<file path="src/rtl/nqcpu_pkg.sv">
// nqcpu_pkg: shared write-back types and the byte-lane derivation.
package nqcpu_pkg;
    function automatic int lanes_of(input int data_w);
        return data_w / 8;
    endfunction

    localparam int NQ_DATA_W = 16;
    localparam int NQ_REG_AW = 4;
    localparam int NQ_LANES  = lanes_of(NQ_DATA_W);

    typedef struct packed {
        logic [NQ_REG_AW-1:0] reg_dest;
        logic [NQ_DATA_W-1:0] data;
        logic [NQ_LANES-1:0]  be;
    } wb_entry_t;

    // be replaces reg_write[1:0]; legacy hb/lb are be[1]/be[0] at 16 bits
    typedef struct packed {
        logic [NQ_REG_AW-1:0] reg_dest;
        logic [NQ_DATA_W-1:0] result;
        logic [NQ_LANES-1:0]  be;
        logic                 setpc;
    } alu_signals;
endpackage

</file>
<file path="src/rtl/wb_fwd_merge.sv">
// wb_fwd_merge: per-lane youngest-first merge of pending writes for one register.
module wb_fwd_merge
    import nqcpu_pkg::*;
#(
    parameter int DATA_W = 16,
    parameter int REG_AW = 4,
    parameter int DEPTH  = 4,
    localparam int LANES = lanes_of(DATA_W),
    localparam int PW    = $clog2(DEPTH)
) (
    input  logic [PW-1:0]     i_rd_ptr,
    input  logic [PW:0]       i_count,
    input  logic [REG_AW-1:0] i_fwd_reg,
    input  logic [REG_AW-1:0] i_reg [DEPTH],
    input  logic [DATA_W-1:0] i_data [DEPTH],
    input  logic [LANES-1:0]  i_be [DEPTH],
    output logic [LANES-1:0]  o_be,
    output logic [DATA_W-1:0] o_data
);
    logic [PW-1:0] w_idx;

    // walk oldest to youngest so the youngest hit overwrites each lane
    always_comb begin
        o_be   = '0;
        o_data = '0;
        w_idx  = '0;
        for (int k = 0; k < DEPTH; k++) begin
            w_idx = i_rd_ptr + PW'(k);
            if (k < int'(i_count) && i_reg[w_idx] == i_fwd_reg) begin
                for (int l = 0; l < LANES; l++) begin
                    if (i_be[w_idx][l]) begin
                        o_be[l]          = 1'b1;
                        o_data[l*8 +: 8] = i_data[w_idx][l*8 +: 8];
                    end
                end
            end
        end
    end
endmodule

</file>
<file path="src/rtl/regwrite_buffer.sv">
// regwrite_buffer: in-order retire FIFO feeding the register file, with PC
// redirect pulse and forwarding of pending writes.
module regwrite_buffer
    import nqcpu_pkg::*;
#(
    parameter int DATA_W = 16,
    parameter int REG_AW = 4,
    parameter int DEPTH  = 4,
    localparam int LANES = lanes_of(DATA_W),
    localparam int PW    = $clog2(DEPTH)
) (
    input  logic              clk,
    input  logic              rst,
    input  logic              in_valid,
    output logic              in_ready,
    input  logic [REG_AW-1:0] in_reg_dest,
    input  logic [DATA_W-1:0] in_data,
    input  logic [LANES-1:0]  in_be,
    input  logic              in_setpc,
    output logic              rf_we,
    output logic [LANES-1:0]  rf_be,
    output logic [REG_AW-1:0] rf_reg_dest,
    output logic [DATA_W-1:0] rf_data,
    input  logic              rf_ready,
    output logic              setpc_o,
    output logic [DATA_W-1:0] setpc_value_o,
    input  logic [REG_AW-1:0] fwd_reg,
    output logic [LANES-1:0]  fwd_be,
    output logic [DATA_W-1:0] fwd_data,
    output logic [PW:0]       count
);
    logic [REG_AW-1:0] r_reg  [DEPTH];
    logic [DATA_W-1:0] r_data [DEPTH];
    logic [LANES-1:0]  r_be   [DEPTH];
    logic [PW-1:0]     r_wr, r_rd;
    logic [PW:0]       r_count;
    logic              r_setpc;
    logic [DATA_W-1:0] r_setpc_val;
    logic              w_empty, w_acc, w_enq, w_deq;

    assign w_empty       = r_count == '0;
    assign in_ready      = r_count != (PW+1)'(DEPTH);
    assign w_acc         = in_valid & in_ready;
    assign w_enq         = w_acc & |in_be;
    assign w_deq         = !w_empty & rf_ready;
    assign rf_we         = !w_empty;
    assign rf_be         = w_empty ? '0 : r_be[r_rd];
    assign rf_reg_dest   = r_reg[r_rd];
    assign rf_data       = r_data[r_rd];
    assign setpc_o       = r_setpc;
    assign setpc_value_o = r_setpc_val;
    assign count         = r_count;

    always_ff @(posedge clk or posedge rst) begin
        if (rst) begin
            r_wr        <= '0;
            r_rd        <= '0;
            r_count     <= '0;
            r_setpc     <= 1'b0;
            r_setpc_val <= '0;
        end else begin
            r_wr        <= r_wr + PW'(w_enq);
            r_rd        <= r_rd + PW'(w_deq);
            r_count     <= r_count + (PW+1)'(w_enq) - (PW+1)'(w_deq);
            r_setpc     <= w_acc & in_setpc;
            r_setpc_val <= (w_acc & in_setpc) ? in_data : r_setpc_val;
        end
    end

    // payload needs no reset: occupancy alone qualifies every entry
    always_ff @(posedge clk) begin
        if (w_enq) begin
            r_reg[r_wr]  <= in_reg_dest;
            r_data[r_wr] <= in_data;
            r_be[r_wr]   <= in_be;
        end
    end

    wb_fwd_merge #(.DATA_W(DATA_W), .REG_AW(REG_AW), .DEPTH(DEPTH)) u_fwd (
        .i_rd_ptr (r_rd),
        .i_count  (r_count),
        .i_fwd_reg(fwd_reg),
        .i_reg    (r_reg),
        .i_data   (r_data),
        .i_be     (r_be),
        .o_be     (fwd_be),
        .o_data   (fwd_data)
    );
endmodule

</file>
<file path="config.mk">
export PLATFORM = sky130hd
export DESIGN_NAME = regwrite_buffer
export DESIGN_NICKNAME = d
export VERILOG_FILES = /design/src/rtl/nqcpu_pkg.sv /design/src/rtl/wb_fwd_merge.sv /design/src/rtl/regwrite_buffer.sv
export SDC_FILE = /design/constraint.sdc
export NUM_CORES = 1
export LEC_CHECK = 0
export BUFFER_PORTS_ARGS = -buffer_cell sky130_fd_sc_hd__buf_2
export CORE_AREA = 10 10 118 120
export DETAILED_ROUTE_END_ITERATION = 6
export DIE_AREA = 0 0 128 130
export MAX_ROUTING_LAYER = met4
export PLACE_DENSITY = 0.79
export SYNTH_ARGS = -nofsm -noshare
export SYNTH_HDL_FRONTEND = slang
export SYNTH_SLANG_ARGS = --single-unit
</file>
<file path="constraint.sdc">
create_clock -name clk -period 3.44 [get_ports clk]
set_input_delay 0.344 -clock clk [delete_from_list [all_inputs] [get_ports clk]]
set_output_delay 0.344 -clock clk [all_outputs]
set_load 0.01 [all_outputs]
</file>
Yosys cells after proc, flatten, opt, wreduce, memory -nomap -nowiden
Cells that the tools add are included.

Div/mod/pow operators: 0. Reductions and logical operators: 8. Magnitude comparators: 10. Bitwise operators: 9. Eq/ne operators: 5. Multiplexer cells: 70. Multipliers: 0. $add $sub $neg: 7. Shift operators: 0.

Operator list (count): two-way mux 16 bit (13); binary-select mux 16 bit (select 2 bit) (4); bitwise mux 64 bit (1); two-way mux 8 bit (8); two-way mux 4 bit (9); binary-select mux 4 bit (select 2 bit) (4); demux 16 bit (select 2 bit) (1); two-way mux 2 bit (14); binary-select mux 2 bit (select 2 bit) (4); bitwise mux 16 bit (1); equality test 4 bit (4); greater-or-equal comparator 3 bit, second input constant (5); inverter 2 -> 3 bit (5); bitwise mux 8 bit (1); demux 4 bit (select 2 bit) (1); two-way mux 1 bit (8); less-than comparator 1 x 3 -> 1 bit, first input constant (2); less-than comparator 2 x 3 -> 1 bit, first input constant (2); logical AND 1 bit (5); adder 2 x 1 -> 2 bit (2); adder 2 bit, second input constant (2); AND 1 bit (4); demux 2 bit (select 2 bit) (1); adder 3 x 1 -> 3 bit (1); other kinds (7) (7).

Memories kept: 0. Bits in writable memories: 0. Latch bits: 0. Output and inout bits: 62. Word-level logic and storage cells: 126. Bits of input ports: 31. Register bits after elaboration: 112. ROM bits: 0.

Logic depth before layout (Yosys ltp)
Word-level depth: 13. Mapped depth: 11.

Modules after synthesis
From an unflattened synthesis, not the netlist that was laid out.

Cells, all modules: 566. Area, all modules: 7448.4 sq um.

By module, submodules not included: regwrite_buffer (area an instance 4210.3 sq um, times used 1, cells each 184); wb_fwd_merge (area an instance 3238.1 sq um, times used 1, cells each 382).

Worst setup path before layout
Ideal clock, no wire load.

Kind: reg2reg. Start point: reg r_count[1], in the netlist count[1]. End point: reg r_be[4] (netlist bit) (enable). Setup time: 0.433 ns. Arrival time: 2.660 ns. Data required time: 3.007 ns. Slack: 0.346 ns. Cell stages (with the launch flop): 6. Period minus slack after synthesis: 3.094 ns. Buffers on the path: 0. Cell sequence: dfrtp_1 -> inv_1 -> nand3_1 -> o211a_1 -> inv_1 -> nor3b_1.

Longest elaborated chain between the ends: 3.

RTL lines: start, declared (RTL line regwrite_buffer.sv:36) `logic [PW:0] r_count;`; start signal, assigned (RTL line regwrite_buffer.sv:64) `r_count <= r_count + (PW+1)'(w_enq) - (PW+1)'(w_deq);`; != test 3 bit (RTL line regwrite_buffer.sv:42) `assign in_ready = r_count != (PW+1)'(DEPTH);`; net in_ready (RTL line regwrite_buffer.sv:15) `output logic in_ready,`; AND 1 bit (RTL line regwrite_buffer.sv:43) `assign w_acc = in_valid & in_ready;`; AND 1 bit (RTL line regwrite_buffer.sv:44) `assign w_enq = w_acc & |in_be;`; end signal, assigned by index (RTL line regwrite_buffer.sv:75) `r_be[r_wr] <= in_be;`; end, declared (RTL line regwrite_buffer.sv:34) `logic [LANES-1:0] r_be [DEPTH];`.

The timed path passes the listed nets, and every way through them passes these cells. A chain may end at the register's enable or synchronous reset.

Worst setup path in the final report
Start point: reg r_rd[0]. End point: out fwd_data[7].

Longest elaborated chain between the ends: 13. Elaborated cells on any way between the ends: 59. Classes of those cells: 3 x add/sub; 4 x eq/ne; 44 x mux; 4 x bitwise; 4 x reduce/logical.

RTL lines: start, declared (RTL line regwrite_buffer.sv:35) `logic [PW-1:0] r_wr, r_rd;`; start signal, assigned (RTL line regwrite_buffer.sv:63) `r_rd <= r_rd + PW'(w_deq);`; branches (longest 12 deep; another with adder 2 x 1 -> 2 bit); two-way mux 16 bit (*) (RTL line wb_fwd_merge.sv:29) `if (k < int'(i_count) && i_reg[w_idx] == i_fwd_reg) begin`; end, declared (RTL line regwrite_buffer.sv:29) `output logic [DATA_W-1:0] fwd_data,`.

Mark *: on every way between the ends. The select of a mux whose other input is x is not followed.

==> results.tsv <==
metric	value	unit
outcome	complete, no violations	
Worst-path clk slew	0.07	ns
Synth Flop Type	edfxtp_1	
DRT Wirelength	16.19	mm
vias in the first global route	4738	
Pre-antenna DRT Iters	4	
# diodes	0	
commonest non-fill, non-tap cell in the layout	mux2i_1	
RSZ-0062 raised after global routing	no	
total negative setup slack	0	ns
PwrDens	855.1	nW/um^2
max FFs per register	64	
P_sw	0.002659	W
R2R setup slack	1.24	ns
worst setup path category	reg2out	
Final Hold Vio Count	0	
largest net degree at the start of global routing	61	
LEAKAGE	3.056	nW
fillers	878	
post-synthesis register bit count	112	
FP Rows	40	
Yosys warning count	0	
maximum vdd drop	0.0005760	V
crit-path max FO	60	
number of remaining DRC errors	0	
Min-Delay Path Class	in2async	
chip width	128	microns
CTS buffer count	9	
register area share after synthesis	0.4931	
Max Fclk	304.2	MHz
Layout area overhead	14.76	%
switching fraction of total power	0.4120	
Syn Inst Count	503	
crit path DAT	2.94	ns
Clock Sinks	112	
Design Area, Final	7548	sq um
DIE AREA	16640	sq um
Worst-Margin Slew	0.8624	ns
nets	635	
DPL Wire Length	11.00	mm
Max-Slew Margin vs Limit	0.4244	
initial antenna violation count	0	
CP Capture Type	primary output	
Bufs on Longest Clock Path	2	
DR WL/cell	21.61	microns
period utilization	0.9557	
Final ANT Viol Nets	0	
starting density of the core	0.5616	
Cell Area, Synth	6578	sq um
Die Y	130	microns
final setup skew	0.008167	ns
Comb power frac	0.543	
I/O Pins	93	
overall routing resource usage	0.1970	
Syn Nets	541	
number of enable flip-flop cells after synthesis	88	
Place WS	0.1357	ns
CTS root buffer	clkbuf_16	
first-pass GRT wire length	24.89	mm
drt first-iter violations	467	
placed instance area	7207	sq um
Startpoint Class	register	
grt ovf	0	
MaxCap Viol Count	0	
unique cell type count in the Yosys netlist	37	
PnR worst setup slack	0.1523	ns
Worst-Skew Late Latency	0.35	ns
core box area	11710	sq um
Cell Int Power	0.003796	W
Clock power frac	0.152	
min Tclk post-route	3.288	ns
multi-input logic area	3115	sq um
PortBufs	92	
Worst EP required	3.10	ns
FF/Latch Area	3251	sq um
via count	4723	
Synth Area per Inst	13.08	sq um
share of cells above drive strength 1	0.3339	
gp weighted congestion	0.8270	
H-tree depth	3	
fraction of registers with async set/reset	0.2143	
Sequential Power Share	0.305	
Slew Limit Fails	0	
Final Core Density	0.6446	
most frequent cells in the layout	105 x mux2i_1, 92 x buf_2, 88 x edfxtp_1	
CTS tree	yes	
Setup violations, final	0	
vias per cell	6.306	
## critical path: stages (launching register included)
cell and delay [ns]:
dfrtp_4 0.53, buf_6 0.44, mux2_2 0.40, or4_4 0.64
mux2i_1 0.16, o221ai_1 0.21, buf_2 0.18
## stage by stage
stage               std cells  hold WS, ns  power (W)
global placement          727       0.4823   0.005292
global route              749       0.2024   0.006837
detailed placement        727       0.4884   0.005400
floorplan                 503       0.3586   0.004446
finish                    749       0.1606   0.006455
CTS                       748       0.1845   0.006429
## layer usage
metal  vias up  track usage  part of all wire
li1       2144            -                 -
met1      2315       0.2281              0.39
met2       224       0.3304              0.51
met3        40      0.04016             0.068
met4         0      0.07881             0.031
met5         -            -                 0
## synth_stat cells, types with 7 or more instances
master	count	area, sq um
mux2i_1	105	1051
edfxtp_1	88	2643
nand2_1	54	202.7
mux2_2	35	394.1
dfrtp_1	24	600.6
nand3_1	21	105.1
nor3_1	18	90.09
buf_2	16	80.08
o211ai_1	16	120.1
o31ai_1	16	120.1
xnor2_1	13	113.9
mux4_2	12	270.3
clkbuf_1	9	33.78
inv_1	9	33.78
o221ai_1	8	70.07
o221ai_2	8	120.1
buf_4	7	52.55
## final timing paths
| kind | cells after the start | start | end |
|---|---|---|---|
| max in group asynchronous | 3 | rst | setpc_value_o[3] |
| worst min register to register | 1 | setpc_value_o[4] | setpc_value_o[4] |
| worst max register to register | 6 | count[0] | r_data[32] |
| worst min-delay path | 2 | rst | setpc_o |
| min in group clk | 1 | in_reg_dest[2] | r_reg[2] |
| worst max-delay path | 6 | r_rd[0] | fwd_data[7] |
## kinds of logic after synthesis
kind of cell	share of synthesized area
AOI/OAI and AO/OA	0.07895
DFF	0.4931
adders and majority gates	0.01446
xor gates and xnor gates	0.02530
buffers and inverters	0.03728
and+or+nand+nor	0.07419
muxes	0.2768
## final cells by class
type                            instances  share of cell area
Clock inverter                          3            0.002321
Sequential cell                       112              0.4306
Timing Repair Buffer                  119             0.09100
Inverter                                9            0.004475
Clock buffer                           13             0.03448
Multi-Input combinational cell        346              0.4127
Tap cell                              147             0.02437
## power by group through the flow
stage | clock [W] | combinational, W | sequential, W
3_3_place_gp | 0 | 0.00328 | 0.00201
4_1_cts | 0.000984 | 0.00345 | 0.00200
3_5_place_dp | 0 | 0.00336 | 0.00204
2_1_floorplan | 0 | 0.00250 | 0.00194
6_report | 0.000979 | 0.00351 | 0.00197
5_1_grt | 0.00104 | 0.00378 | 0.00201
## timing repair
| action | CTS | global route |
|---|---|---|
| setup endpoints to repair | 18 | 15 |
| gates cloned | 0 | 0 |
| pin swaps | 0 | 2 |
| setup buffers | 5 | 1 |
| gates resized for setup | 4 | 2 |
| hold buffers | 0 | 0 |
Note: power is estimated with default switching activity, not from simulation.
